## src/rtl/mtx_pkg.sv

```systemverilog
// Shared definitions for the serial matrix link: cell types, component
// selectors and the fixed cell transmission order.
package mtx_pkg;

    localparam int CELL_W = 19;

    localparam logic REAL = 1'b0;
    localparam logic IMAG = 1'b1;

    typedef logic signed [CELL_W-1:0] cell_t;
    typedef cell_t [0:1][0:1][0:1]    mtx_t;

    typedef struct packed {
        logic row;
        logic col;
        logic imag;
    } tag_t;

    // Cell k of a transfer: row-major over the matrix, real before imaginary.
    function automatic tag_t cell_tag(input logic [2:0] k);
        tag_t t;
        t.row  = k[2];
        t.col  = k[1];
        t.imag = k[0];
        return t;
    endfunction

endpackage

```

## src/rtl/mtx_encoder.sv

```systemverilog
// Matrix link transmitter: latches a 2x2 complex matrix on start and streams
// its 8 components out, one per ready strobe, with optional gaps and stall.
module mtx_encoder #(
    parameter int CELL_W = mtx_pkg::CELL_W,
    parameter int GAP    = 0
) (
    input  logic                     clk,
    input  logic                     reset,
    input  logic signed [CELL_W-1:0] matrix_in [0:1][0:1][0:1],
    input  logic                     start,
    input  logic                     stall,
    output logic signed [CELL_W-1:0] matrix_cell,
    output logic                     imag,
    output logic                     row,
    output logic                     col,
    output logic                     ready,
    output logic                     busy,
    output logic                     done
);
    import mtx_pkg::*;

    typedef enum logic [1:0] {S_IDLE, S_SEND, S_GAP, S_FIN} state_t;

    localparam logic [4:0] GAP_CNT   = 5'(GAP);
    localparam logic [4:0] GAP_ENTRY = (GAP == 0) ? 5'd0 : 5'd1;

    state_t                   state_q, state_d;
    logic [3:0]               next_k_q, next_k_d;  // next cell to issue; 8 once all are out
    logic [4:0]               gcnt_q, gcnt_d;
    logic signed [CELL_W-1:0] mtx_q [0:1][0:1][0:1];
    logic signed [CELL_W-1:0] cell_d;
    tag_t                     tag_d;
    logic                     accept, issue;
    logic [2:0]               k_iss;

    always_comb begin
        // NOTE: every combinational output is given a default first so no path infers a latch.
        state_d  = state_q;
        next_k_d = next_k_q;
        gcnt_d   = gcnt_q;
        cell_d   = matrix_cell;
        tag_d    = {row, col, imag};
        accept   = 1'b0;
        issue    = 1'b0;

        unique case (state_q)
            S_IDLE, S_FIN: begin
                state_d = S_IDLE;
                if (start) begin
                    accept = 1'b1;
                    if (stall) begin
                        state_d  = S_GAP;
                        next_k_d = 4'd0;
                        gcnt_d   = GAP_CNT;
                    end else begin
                        issue = 1'b1;
                    end
                end
            end
            S_SEND: begin
                if (next_k_q == 4'd8) begin
                    state_d = S_FIN;
                end else if (GAP == 0 && !stall) begin
                    issue = 1'b1;
                end else begin
                    state_d = S_GAP;
                    gcnt_d  = GAP_ENTRY;
                end
            end
            S_GAP: begin
                // Stall is only looked at once the gap count has run out.
                if (gcnt_q != GAP_CNT) begin
                    gcnt_d = gcnt_q + 5'd1;
                end else if (!stall) begin
                    issue = 1'b1;
                end
            end
            default: state_d = S_IDLE;
        endcase

        k_iss = accept ? 3'd0 : next_k_q[2:0];
        if (issue) begin
            state_d  = S_SEND;
            tag_d    = cell_tag(k_iss);
            cell_d   = accept ? matrix_in[0][0][0]
                              : mtx_q[tag_d.row][tag_d.col][tag_d.imag];
            next_k_d = {1'b0, k_iss} + 4'd1;
        end
    end

    always_ff @(posedge clk or negedge reset) begin
        if (!reset) begin
            state_q     <= S_IDLE;
            next_k_q    <= '0;
            gcnt_q      <= '0;
            // NOTE: the matrix store is cleared on reset as well, so it never holds stale data.
            mtx_q       <= '{default: '0};
            matrix_cell <= '0;
            imag        <= 1'b0;
            row         <= 1'b0;
            col         <= 1'b0;
            ready       <= 1'b0;
            busy        <= 1'b0;
            done        <= 1'b0;
        end else begin
            state_q     <= state_d;
            next_k_q    <= next_k_d;
            gcnt_q      <= gcnt_d;
            if (accept) mtx_q <= matrix_in;
            matrix_cell <= cell_d;
            row         <= tag_d.row;
            col         <= tag_d.col;
            imag        <= tag_d.imag;
            ready       <= issue;
            busy        <= (state_d == S_SEND) || (state_d == S_GAP);
            done        <= (state_d == S_FIN);
        end
    end

endmodule

```

## config.mk

```make
export PLATFORM = sky130hd
export DESIGN_NAME = mtx_encoder
export DESIGN_NICKNAME = d
export VERILOG_FILES = /design/src/rtl/mtx_pkg.sv /design/src/rtl/mtx_encoder.sv
export SDC_FILE = /design/constraint.sdc
export NUM_CORES = 1
export LEC_CHECK = 0
export ABC_AREA = 1
export BUFFER_PORTS_ARGS = -buffer_cell sky130_fd_sc_hd__buf_2
export CAP_MARGIN = 40
export CORE_ASPECT_RATIO = 2
export CORE_MARGIN = 4
export CORE_UTILIZATION = 55
export CTS_CLUSTER_SIZE = 28
export DETAILED_ROUTE_END_ITERATION = 8
export PLACE_DENSITY = 0.8
export SYNTH_ARGS = -nofsm -noshare
export SYNTH_HDL_FRONTEND = slang
export SYNTH_SLANG_ARGS = --single-unit
```

## constraint.sdc

```tcl
create_clock -name clk -period 4.4 [get_ports clk]
set_input_delay 0.88 -clock clk [delete_from_list [all_inputs] [get_ports clk]]
set_output_delay 0.88 -clock clk [all_outputs]
set_load 0.01 [all_outputs]
```

# Word level (Yosys, flattened, before mapping)
# Cells that the tools add are included.
# Widths: inputs -> output; s select.
word_totals:
  mem_bits_ro: 0
  mem_bits_rw: 0
  regBits: 188
  output_inout_bits: 25
  latchBits: 0
  n_memories: 0
op_classes:
  n_div: 0
  n_reduce_logical: 9
  mux: 33
  eq_ne: 10
  add_sub_neg: 2
  bitwise: 3
  n_shift: 0
  order_cmp: 3
  mul: 0
ops:
  columns: ["op", "count"]
  rows:
  - ["$mux 76", 3]
  - ["$mux 38", 3]
  - ["$mux 19", 4]
  - ["$mux 5", 4]
  - ["$mux 4", 4]
  - ["$pmux 5 s3", 1]
  - ["$mux 2", 5]
  - ["$eq 2x2->1 const B", 4]
  - ["$ge 2x2->1 const B", 3]
  - ["$mux 1", 6]
  - ["$ne 2x2->1 const B", 3]
  - ["$not 1->2", 3]
  - ["$reduce_and 3->1", 2]
  - ["$reduce_bool 2->1", 3]
  - ["$add 5x1->5 const B", 1]
  - ["$reduce_bool 5->1", 1]
  - ["$add 3x1->4 const B", 1]
  - ["$eq 2x1->1 const B", 2]
  - ["$eq 4x4->1 const B", 1]
  - ["$pmux 2 s2", 1]
  - ["$mux 3", 1]
  - ["$pmux 1 s3", 1]
  - ["$logic_not 2->1", 1]
  - ["$reduce_or 2->1", 1]
  - ["$logic_or 1x1->1", 1]

# Longest topological paths before layout
# Gate-level depths: netlist (run 1).
depth:
  word_depth: 15
  mapped_depth: 13

# Least setup slack after synthesis (run 1)
# Ideal clock, no wire load.
synth_timing:
  kind: "input to register"
  from: "in start"
  to: "reg busy"
  required_ns: 4.274
  arrival_time_ns: 2.048
  stages: 8
  n_path_buf: 3
  slack_ns: 2.226
  setup_ns: 0.126
  path_cell_list: "nand2_1 > buf_2 > buf_2 > buf_2 > o22ai_1 > a21oi_1 > nor2_1 > ha_1"
synth_via:
  elab_chain_cells: 5
  elab_cells_between_ends: 8
  classes_between: "eq/ne: 2; mux: 5; reduce/logical: 1"
synth_lines:
  columns: ["item", "line", "source"]
  rows:
  - ["start, declared", "mtx_encoder.sv:10", "input logic start,"]
  - ["$mux 1 or $mux 2 (tied branches)", "mtx_encoder.sv:49", "if (start) begin"]
  - ["$pmux 1 s3 or $pmux 2 s2 (tied branches)", "mtx_encoder.sv:46", "unique case (state_q)"]
  - ["$mux 2 (*)", "mtx_encoder.sv:82", "if (issue) begin"]
  - ["net state_d[1]", "mtx_encoder.sv:27", "state_t state_q, state_d;"]
  - ["$eq 2x1->1 or $eq 2x2->1 (tied branches)", "mtx_encoder.sv:115", "busy <= (state_d == S_SEND) || (state_d == S_GAP);"]
  - ["$logic_or 1x1->1 (*)", "mtx_encoder.sv:115", null]
  - ["end signal, assigned", "mtx_encoder.sv:115", null]
  - ["end, declared", "mtx_encoder.sv:17", "output logic busy,"]
# Mark *: on every way through the listed nets, which the timed path passes. The rest lies on a longest branch.
# A chain may end at the register's enable or synchronous reset.

# Worst setup path after layout (run 1)
layout_timing:
  from: "reg state_q[0]"
  to: "reg matrix_cell[15]"
layout_via:
  elab_chain_cells: 15
  elab_cells_between_ends: 21
  classes_between: "eq/ne: 3; mux: 13; bitwise: 3; reduce/logical: 2"
layout_lines:
  columns: ["item", "line", "source"]
  rows:
  - ["start, declared", "mtx_encoder.sv:27", null]
  - ["start signal, assigned", "mtx_encoder.sv:106", "state_q <= state_d;"]
  - ["$eq 2x2->1 or $logic_not 2->1 (tied branches)", "mtx_encoder.sv:46", null]
  - ["$reduce_or 2->1", "mtx_encoder.sv:46", null]
  - ["$mux 1", "mtx_encoder.sv:46", null]
  - ["$mux 3", "mtx_encoder.sv:81", "k_iss = accept ? 3'd0 : next_k_q[2:0];"]
  - ["$not 1->2 (not written as such)", "mtx_encoder.sv:86", ": mtx_q[tag_d.row][tag_d.col][tag_d.imag];"]
  - ["$mux 76 (not written as such) (3 in series)", "mtx_encoder.sv:86", null]
  - ["$mux 38 (not written as such) (3 in series)", "mtx_encoder.sv:86", null]
  - ["$mux 19 (not written as such) (3 in series)", "mtx_encoder.sv:86", null]
  - ["$mux 19", "mtx_encoder.sv:85", "cell_d = accept ? matrix_in[0][0][0]"]
  - ["end signal, assigned", "mtx_encoder.sv:110", "matrix_cell <= cell_d;"]
  - ["end, declared", "mtx_encoder.sv:12", "output logic signed [CELL_W-1:0] matrix_cell,"]
# Parallel ways exist; a longest one is shown, timed or not. The select of a mux whose other input is x is not followed.

==> results.env, run 1 <==
COMBINED_GLOBAL_ROUTE_UTILIZATION_OF_ALL_METAL_LAYERS_PCT=27.7
PLACEMENT.IO_BUFFERS=180
CLOCK_NETWORK_POWER_SHARE_PCT=20.9
LAYOUT.CELLS.MOST_COMMON='nand2_1'
DP_CELLS=1542
P_PER_AREA_nW_PER_UM2=698
SYN_NETS=1382
MAX_CAP_VIOL_COUNT=0
REG2REG_SLACK_NS=1.49
WORSTSETUPENDPOINTTYPE='flop'
MAX_SLEW_MARGIN_PCT=53.6
CORE_AREA_UM2=16300
TIMING.FINAL.SETUP_VIOLATIONS=0
TOTAL_SWITCHING_POWER_mW=3.14
FINAL_HOLD_VIOL_COUNT=0
MAXIMUM_NUMBER_OF_PINS_ON_ONE_NET_BEFORE_GLOBAL_ROUTE_REPAIR=153
CTS.PATH.MAX_BUFFERS=2
WORST_SKEW_PAIR.LATE_LATENCY_NS=0.44
STATUS='finished clean'
CELL_INTERNAL_PWR_mW=4.30
DRTPASS1ITERATIONS=5
CTS_TREE='built'
SYNTH-SEQ-AREA-SHARE_PCT=51.8
MAX_CLOCK_FREQ_GHz=0.343
TOTALWIRELENGTH_UM=25400
POST-ROUTE-DRC-COUNT=0
SYNTHDISTINCTLIBCELLS=24
FINAL_MIN_PERIOD_OVER_CLOCK_PERIOD_PCT=66.2
LAYOUT_MIN_CYCLE_TIME_NS=2.91
YOSYS_WARNINGS=0
CTS.REPAIR_TIMING.SETUP_BUFFER_COUNT=0
CLK_PIN_SLEW_WORST_PATHS_NS=0.08
WORST_EP_ARRIVAL_TIME_NS=3.24
MIN-DELAY-PATH-CLASS='input pin to async pin'
SETUP.WORST_PATH.START_CLASS='flop'
LAYOUT-AREA-OVERHEAD-VS-SYNTH_PCT=17.2
GRT_ANTENNA_BEFORE_REPAIR=0
CRIT_FANOUT=46
GRT_PASS1_WL_UM=40800
SYNTH.AVG_CELL_AREA_UM2=7.45
GRT-OVFL-TOTAL=0
NUM-NETS-FINAL=1519
PEAKVDDDROP_mV=0.315
DETAIL_ROUTE.WL_PER_CELL_UM=16.1
FILLERS=1387
TIMING.SETUP.TNS_NS=0
NUMBER_OF_GLOBAL_ROUTE_VIAS_BEFORE_REPAIR=8101
DIE-AREA_UM2=18800
CORE.ROWCOUNT=66
POSTSYNTHCELLCOUNT=1220
SYNTHDOMINANTCELLAREASHARE_PCT=51.8
RSZ0062_AT_GRT='no'
DRT.ANTENNA.VIOLATING_NETS=0
ROUTED-VIA-COUNT=8434
DETAIL_ROUTE.VIAS_PER_CELL=5.36
CLOCK_SKEW_NS=0.0108
CTS_H_TREE_LVLS=4
P_SEQ_SHARE_PCT=38.2
HPWL_UM=17900
CTS_HOLD_BUF=0
FINISH.UTILIZATION_PCT=65.5
DR.FIRST_ITER.DRC_COUNT=1031
CELLLEAKAGEPOWER_nW=5.96
GP_CONGESTION=0.900
TOP_LEVEL_PORTS=181
POSTCTSRESIZEDCELLS=0
FINALMAXSLEWVIOLATIONS=0
CHIPWIDTH_UM=98.9
ANTENNA_CELLS_INSERTED=0
CTS-BUFFERS-INSERTED=17
SWSHARE_PCT=42.2
POST_SYNTH_MAIN_AREA_CONTRIBUTORS='dfrtp_1, nand2_1, nand3_1'
WORSTPATHREQUIRED_NS=4.73
SYNTH.FF_LATCH_COUNT=188
DIE-HEIGHT_UM=190
WORSTSETUPPATHTYPE='flop to flop'
FINAL_CELL_MIX='nand2_1, dfrtp_1, buf_2, nand3_1, inv_1'
FINISH.CELL_COUNT_WITHOUT_FILLERS=1574
INITIAL_UTILIZATION_PCT=55.9
POWER.SHARE.COMBINATIONAL_PCT=40.9
CLOCK_TREE.ROOT_CELL='clkbuf_16'
SYNTH_AREA_UM2=9090
CLKSINKCOUNT=188
WORST-SLEW-PIN-TRANSITION_NS=0.693
POST_ROUTE_CELLS_DRIVE_ABOVE_1_SHARE_PCT=17.2
SYNTHDOMINANTAREACELLTYPE='dfrtp_1'
==> power groups by stage <==
stage	registers [mW]	logic (mW)	clock network, mW
2_1_floorplan	2.82	2.11	0
3_3_place_gp	2.83	2.92	0
3_5_place_dp	2.87	2.99	0
4_1_cts	2.84	3.04	1.57
5_1_grt	2.92	3.47	1.64
6_report	2.84	3.04	1.55
==> metrics by stage <==
step	setup WS, ns	power [mW]	hold WS, ns	cell area, um2
after floorplan	2.23	4.92	0.440	9090
after global placement	1.38	5.75	0.456	10000
after detailed placement	1.36	5.86	0.460	10100
after CTS	1.53	7.44	0.419	10700
after global routing	1.27	8.03	0.442	10700
final	1.49	7.44	0.409	10700
==> kinds of logic after synthesis <==
kind of cell	Yosys count	share of synthesized area, %
compound gates	130	7.21
xor+xnor	4	0.385
fa+ha+maj	6	0.826
buf+inv	205	9.14
flops	188	51.8
simple gates	687	30.7
==> final cells by class <==
| cell class | count | area, um2 | share of cell area [%] |
|---|---|---|---|
| Multi-Input combinational cell | 827 | 3570 | 33.5 |
| Timing Repair Buffer | 191 | 1020 | 9.62 |
| Sequential cell | 188 | 4710 | 44.2 |
| Clock buffer | 19 | 453 | 4.25 |
| Tap cell | 204 | 255 | 2.40 |
| Inverter | 132 | 500 | 4.70 |
| Clock inverter | 13 | 145 | 1.36 |
==> routing by layer <==
layer	wire (um)	part of all wire (%)	vias up	track usage, %
li1	-	-	4041	-
met4	1300	5.1	0	14.9
met3	1720	6.8	69	3.96
met5	0	0	-	0
met1	9730	38	3931	36.5
met2	12700	50	393	44.0
==> synthesized netlist by cell type <==
master,instances
nand2_1,465
dfrtp_1,188
nand3_1,142
inv_1,129
o21ai_0,125
nor2_1,70
buf_2,40
clkbuf_1,25
ha_1,6
buf_1,5
nand3b_1,4
buf_4,3
inv_2,3
xor2_1,3
o22ai_1,2
or2_2,2
a21oi_1,1
a22oi_1,1
nand2_2,1
nand3_2,1
nor2_2,1
nor3_1,1
o21ai_1,1
xnor2_1,1
==> final timing paths <==
kind                            start         endpoint  cells past startpoint
min in group clk            mtx_q[13]        mtx_q[13]                      2
hold / removal                  reset       mtx_q[127]                      1
max in group asynchronous       reset        mtx_q[29]                      2
hold reg to reg             mtx_q[13]        mtx_q[13]                      2
setup / recovery           state_q[0]  matrix_cell[15]                     12
setup reg to reg           state_q[0]  matrix_cell[15]                     12
==> worst max-delay path, cell delays in order (launching register included) <==
cell and delay [ns]:
dfrtp_1 0.38, inv_1 0.07, ha_1 0.36, nand2_4 0.33, nand2_2 0.56, buf_4 0.51, nand2_1 0.14, nand2_1 0.11
nand2_1 0.05, nand2_1 0.06, nand3_1 0.08, nand2_1 0.06, nand2_1 0.06
==> registers in the layout (all words and copies together) (netlist names), 2 cells and up <==
| signal | flops |
|---|---|
| next_k_q | 4 |
| state_q | 2 |
| gcnt_q | 5 |
| matrix_cell | 19 |
| mtx_q | 152 |
Note: power is estimated with default switching activity, not from simulation.
==> run 2: changes to the inputs <==
Settings changed: ABC_AREA 1 to 0.
Clock period 4.4 ns to 3 ns, I/O delays scaled along.
==> run 2 against run 1 <==
  * Worst hold slack lost 0.26 ns
  * Combinational power increased by 62%
  * Cell count fell by 16%
  * First-iteration DRC count down 43%
  * Routed wire length fell by 4.4%
  * Core utilization is 1.7 points higher
  * Count of clock-buffer cells in the layout down 2
  * Via count fell by 12%
==> results.env, run 2 <==
SYN_NETS=1123  # was 1,382
MULTI_INPUT_AREA_UM2=3660  # was 3570 um2
CRITICAL_PATH.SLOWEST_CELL='or4b_4'  # was nand2_2
YOSYS_WARNINGS=0  # unchanged
POST_SYNTH_MAIN_AREA_CONTRIBUTORS='dfrtp_1, nand2_1, mux4_2'  # was dfrtp_1, nand2_1, nand3_1
REG_TOP3='mtx_q: 152 flops, matrix_cell: 19 flops, gcnt_q: 5 flops'  # unchanged
FINALMAXSLEWVIOLATIONS=0  # unchanged
LAYOUT.CELLS.MOST_COMMON='nand2_1'  # unchanged
DR.FIRST_ITER.DRC_COUNT=583  # was 1,031
CLK_PIN_SLEW_WORST_PATHS_NS=0.07  # was 0.08 ns
WORSTSETUPENDPOINTTYPE='flop'  # unchanged
SYNTH_FLOP_CELL='dfrtp_1'  # unchanged
P_PER_AREA_nW_PER_UM2=1120  # was 698 nW/um2
DRTPASS1ITERATIONS=4  # was 5
POST_ROUTE_SETUP_SLACK_NS=0.664  # was 1.49 ns
CTS_HOLD_BUF=0  # unchanged
FINAL_CELL_MIX='nand2_1, dfrtp_1, buf_2, a21oi_1, nand3_1'  # was nand2_1, dfrtp_1, buf_2, nand3_1, inv_1
STATUS='finished clean'  # unchanged
ANTENNA_CELLS_INSERTED=0  # unchanged
MAX_FLOP_REGISTER='mtx_q'  # unchanged
CLKSINKCOUNT=188  # unchanged
MAX_SLEW_MARGIN_PCT=47.2  # was 53.6%
GRT_PASS1_WL_UM=38600  # was 40,800 um
GP_CONGESTION=0.907  # was 0.900
DETAIL_ROUTE.VIAS_PER_CELL=5.60  # was 5.36
FINAL_HOLD_VIOL_COUNT=0  # unchanged
CTS_H_TREE_LVLS=4  # unchanged
ROUTED-VIA-COUNT=7424  # was 8,434
SYNTHDOMINANTCELLAREASHARE_PCT=54.3  # was 51.8%
TOTALPOWERFINAL_mW=11.6  # was 7.44 mW
CRIT_FANOUT=6  # was 46
CLOCK_TREE.ROOT_CELL='clkbuf_16'  # unchanged
CTS-BUFFERS-INSERTED=17  # unchanged
SYNTH_AREA_UM2=8660  # was 9090 um2
TOTALWIRELENGTH_UM=24300  # was 25,400 um
LAYOUT-AREA-OVERHEAD-VS-SYNTH_PCT=19.2  # was 17.2%
CELLLEAKAGEPOWER_nW=5.34  # was 5.96 nW
CTS.PATH.MAX_BUFFERS=2  # unchanged
POST-ROUTE-DRC-COUNT=0  # unchanged
SYNTHDOMINANTAREACELLTYPE='dfrtp_1'  # unchanged
MAX_CLOCK_FREQ_GHz=0.428  # was 0.343 GHz
WORSTSETUPPATHTYPE='flop to flop'  # unchanged
MAX_CAP_VIOL_COUNT=0  # unchanged
CTS_TREE='built'  # unchanged
RSZ0062_AT_GRT='no'  # unchanged
SYNTH-SEQ-AREA-SHARE_PCT=54.3  # was 51.8%
PLACEMENT.IO_BUFFERS=180  # unchanged
TOP_LEVEL_PORTS=181  # unchanged
PEAKVDDDROP_mV=0.748  # was 0.315 mV
INITIAL_UTILIZATION_PCT=56.3  # was 55.9%
GRT_ANTENNA_BEFORE_REPAIR=0  # unchanged
COMBINED_GLOBAL_ROUTE_UTILIZATION_OF_ALL_METAL_LAYERS_PCT=27.6  # was 27.7%
NUM-NETS-FINAL=1276  # was 1,519
TIMING.CRITICAL_PATH.SLOWEST_CELL_DELAY_NS=0.56  # about the same
YS_TOP_CELLS_BY_COUNT='nand2_1, dfrtp_1, a21oi_1, clkbuf_1, nand3_1'  # was nand2_1, dfrtp_1, nand3_1, inv_1, o21ai_0
WORST_SKEW_PAIR.LATE_LATENCY_NS=0.44  # about the same
LAYOUT_MIN_CYCLE_TIME_NS=2.34  # was 2.91 ns
MAXIMUM_NUMBER_OF_PINS_ON_ONE_NET_BEFORE_GLOBAL_ROUTE_REPAIR=80  # was 153
WORST_EP_ARRIVAL_TIME_NS=2.66  # was 3.24 ns
WORSTPATHREQUIRED_NS=3.33  # was 4.73 ns
HPWL_UM=17400  # was 17,900 um
CLOCK_SKEW_NS=0.00936  # was 0.0108 ns
POST_ROUTE_CELLS_DRIVE_ABOVE_1_SHARE_PCT=23.2  # was 17.2%
CORE.ROWCOUNT=64  # was 66
TIMING.SETUP.TNS_NS=0  # unchanged
SYNTHMOSTINSTANTIATEDCELL='nand2_1'  # unchanged
SYNTH.FF_LATCH_COUNT=188  # unchanged
DIE-HEIGHT_UM=185  # was 190 um
FILLERS=1273  # was 1,387
NUMBER_OF_GLOBAL_ROUTE_VIAS_BEFORE_REPAIR=7473  # was 8,101
ASYNCSETRESETFLOPFRACSYNTH_PCT=100  # unchanged
CHIPWIDTH_UM=96.7  # was 98.9 um
NUMBER_OF_SYNTHESIZED_FLOPS_WITH_AN_ENABLE_PIN=0  # unchanged
SYNTHDISTINCTLIBCELLS=40  # was 24
MIN-DELAY-PATH-CLASS='input pin to async pin'  # unchanged
SEQCELLAREA_UM2=4710  # about the same
DRT.ANTENNA.VIOLATING_NETS=0  # unchanged
TIMING.FINAL.SETUP_VIOLATIONS=0  # unchanged
CTS.REPAIR_TIMING.SETUP_BUFFER_COUNT=0  # unchanged
SYNTH.AVG_CELL_AREA_UM2=9.01  # was 7.45 um2
POSTCTSRESIZEDCELLS=0  # unchanged
SETUP.WORST_PATH.START_CLASS='flop'  # unchanged
FINAL_MIN_PERIOD_OVER_CLOCK_PERIOD_PCT=77.9  # was 66.2%
PATH_CELLS='or4b_4, a221o_1, nand2_2, inv_2, a2111oi_2, ha_1'  # was inv_1, ha_1, nand2_4, nand2_2, buf_4, nand2_1, nand2_1, nand2_1, nand2_1, nand3_1, nand2_1, nand2_1
DETAILEDPLACE.WORSTSLACK_NS=0.641  # was 1.36 ns
CORE_AREA_UM2=15400  # was 16,300 um2
DETAIL_ROUTE.WL_PER_CELL_UM=18.3  # was 16.1 um
FLIP_FLOP_COUNT_OF_THE_LARGEST_REGISTER_AFTER_LAYOUT=152  # unchanged
GRT-OVFL-TOTAL=0  # unchanged
DIE-AREA_UM2=17900  # was 18,800 um2
WHS_NS=0.150  # was 0.409 ns
WORST-SLEW-PIN-TRANSITION_NS=0.791  # was 0.693 ns
POSTSYNTHCELLCOUNT=961  # was 1,220
[run 2: cell types whose count changed after synthesis, moves of 20 or more]
| cell | before | now |
|---|---|---|
| mux2i_1 | 0 | 20 |
| a21oi_1 | 1 | 46 |
| inv_1 | 129 | 9 |
| buf_2 | 40 | 15 |
| o21ai_0 | 125 | 7 |
| nand3_1 | 142 | 23 |
| nor2_1 | 70 | 10 |
[run 2: layout make-up]
class,count,area share [%]
Clock buffer,17,4.12
Clock inverter,15,1.39
Inverter,11,0.400
Multi-Input combinational cell,697,35.4
Sequential cell,188,45.6
Tap cell,198,2.40
Timing Repair Buffer,199,10.7
[run 2: cells by family (layout without fill, tap and decap cells)]
kind of cell | count (synthesis) | count (layout) | synth area share (%)
buffers and inverters | 76 | 242 | 3.60
adder cells (fa/ha/maj) | 6 | 6 | 0.867
flip-flops | 188 | 188 | 54.3
AO/OA/AOI/OAI | 125 | 125 | 10.3
multiplexers | 40 | 40 | 7.25
AND/OR/NAND/NOR | 526 | 526 | 23.7
[run 2: worst paths after layout]
check	startpoint	endpoint	slack [ns]	cells past startpoint
max	next_k_q[0]	busy	0.66	6
min	reset	mtx_q[67]	0.15	1
max reg2reg	next_k_q[0]	busy	0.66	6
min reg2reg	mtx_q[53]	mtx_q[53]	0.47	2
max in group asynchronous	reset	mtx_q[96]	2.04	2
min in group clk	matrix_in[74]	mtx_q[74]	0.34	3
[run 2: worst max-delay path, delay by kind of cell (launching register included)]
family | cells | cell delay [ns]
flops | 1 | 0.41
fa+ha+maj | 1 | 0.30
simple gates | 2 | 0.72
buf+inv | 1 | 0.06
compound gates | 2 | 0.75
[run 2: per-stage QoR]
stage          instances  area, um2  utilization (%)
6_report            1325      10300             67.1
4_1_cts             1325      10300             67.1
3_3_place_gp        1293       9750             63.4
3_5_place_dp        1293       9750             63.4
2_1_floorplan        961       8660                -
5_1_grt             1325      10300             67.1
[run 2: where the power goes]
part	internal, mW	switching [mW]
logic	1.87	3.06
clock network	1.11	1.09
registers	3.75	0.721
[run 2: layer usage]
metal / share of wire [%] / up-vias / GRT usage (%)
met2: 53 / 286 / 47.9
met5: 0 / - / 0
met1: 36 / 3563 / 31.9
met3: 5.0 / 85 / 4.28
li1: - / 3490 / -
met4: 6.4 / 0 / 17.2
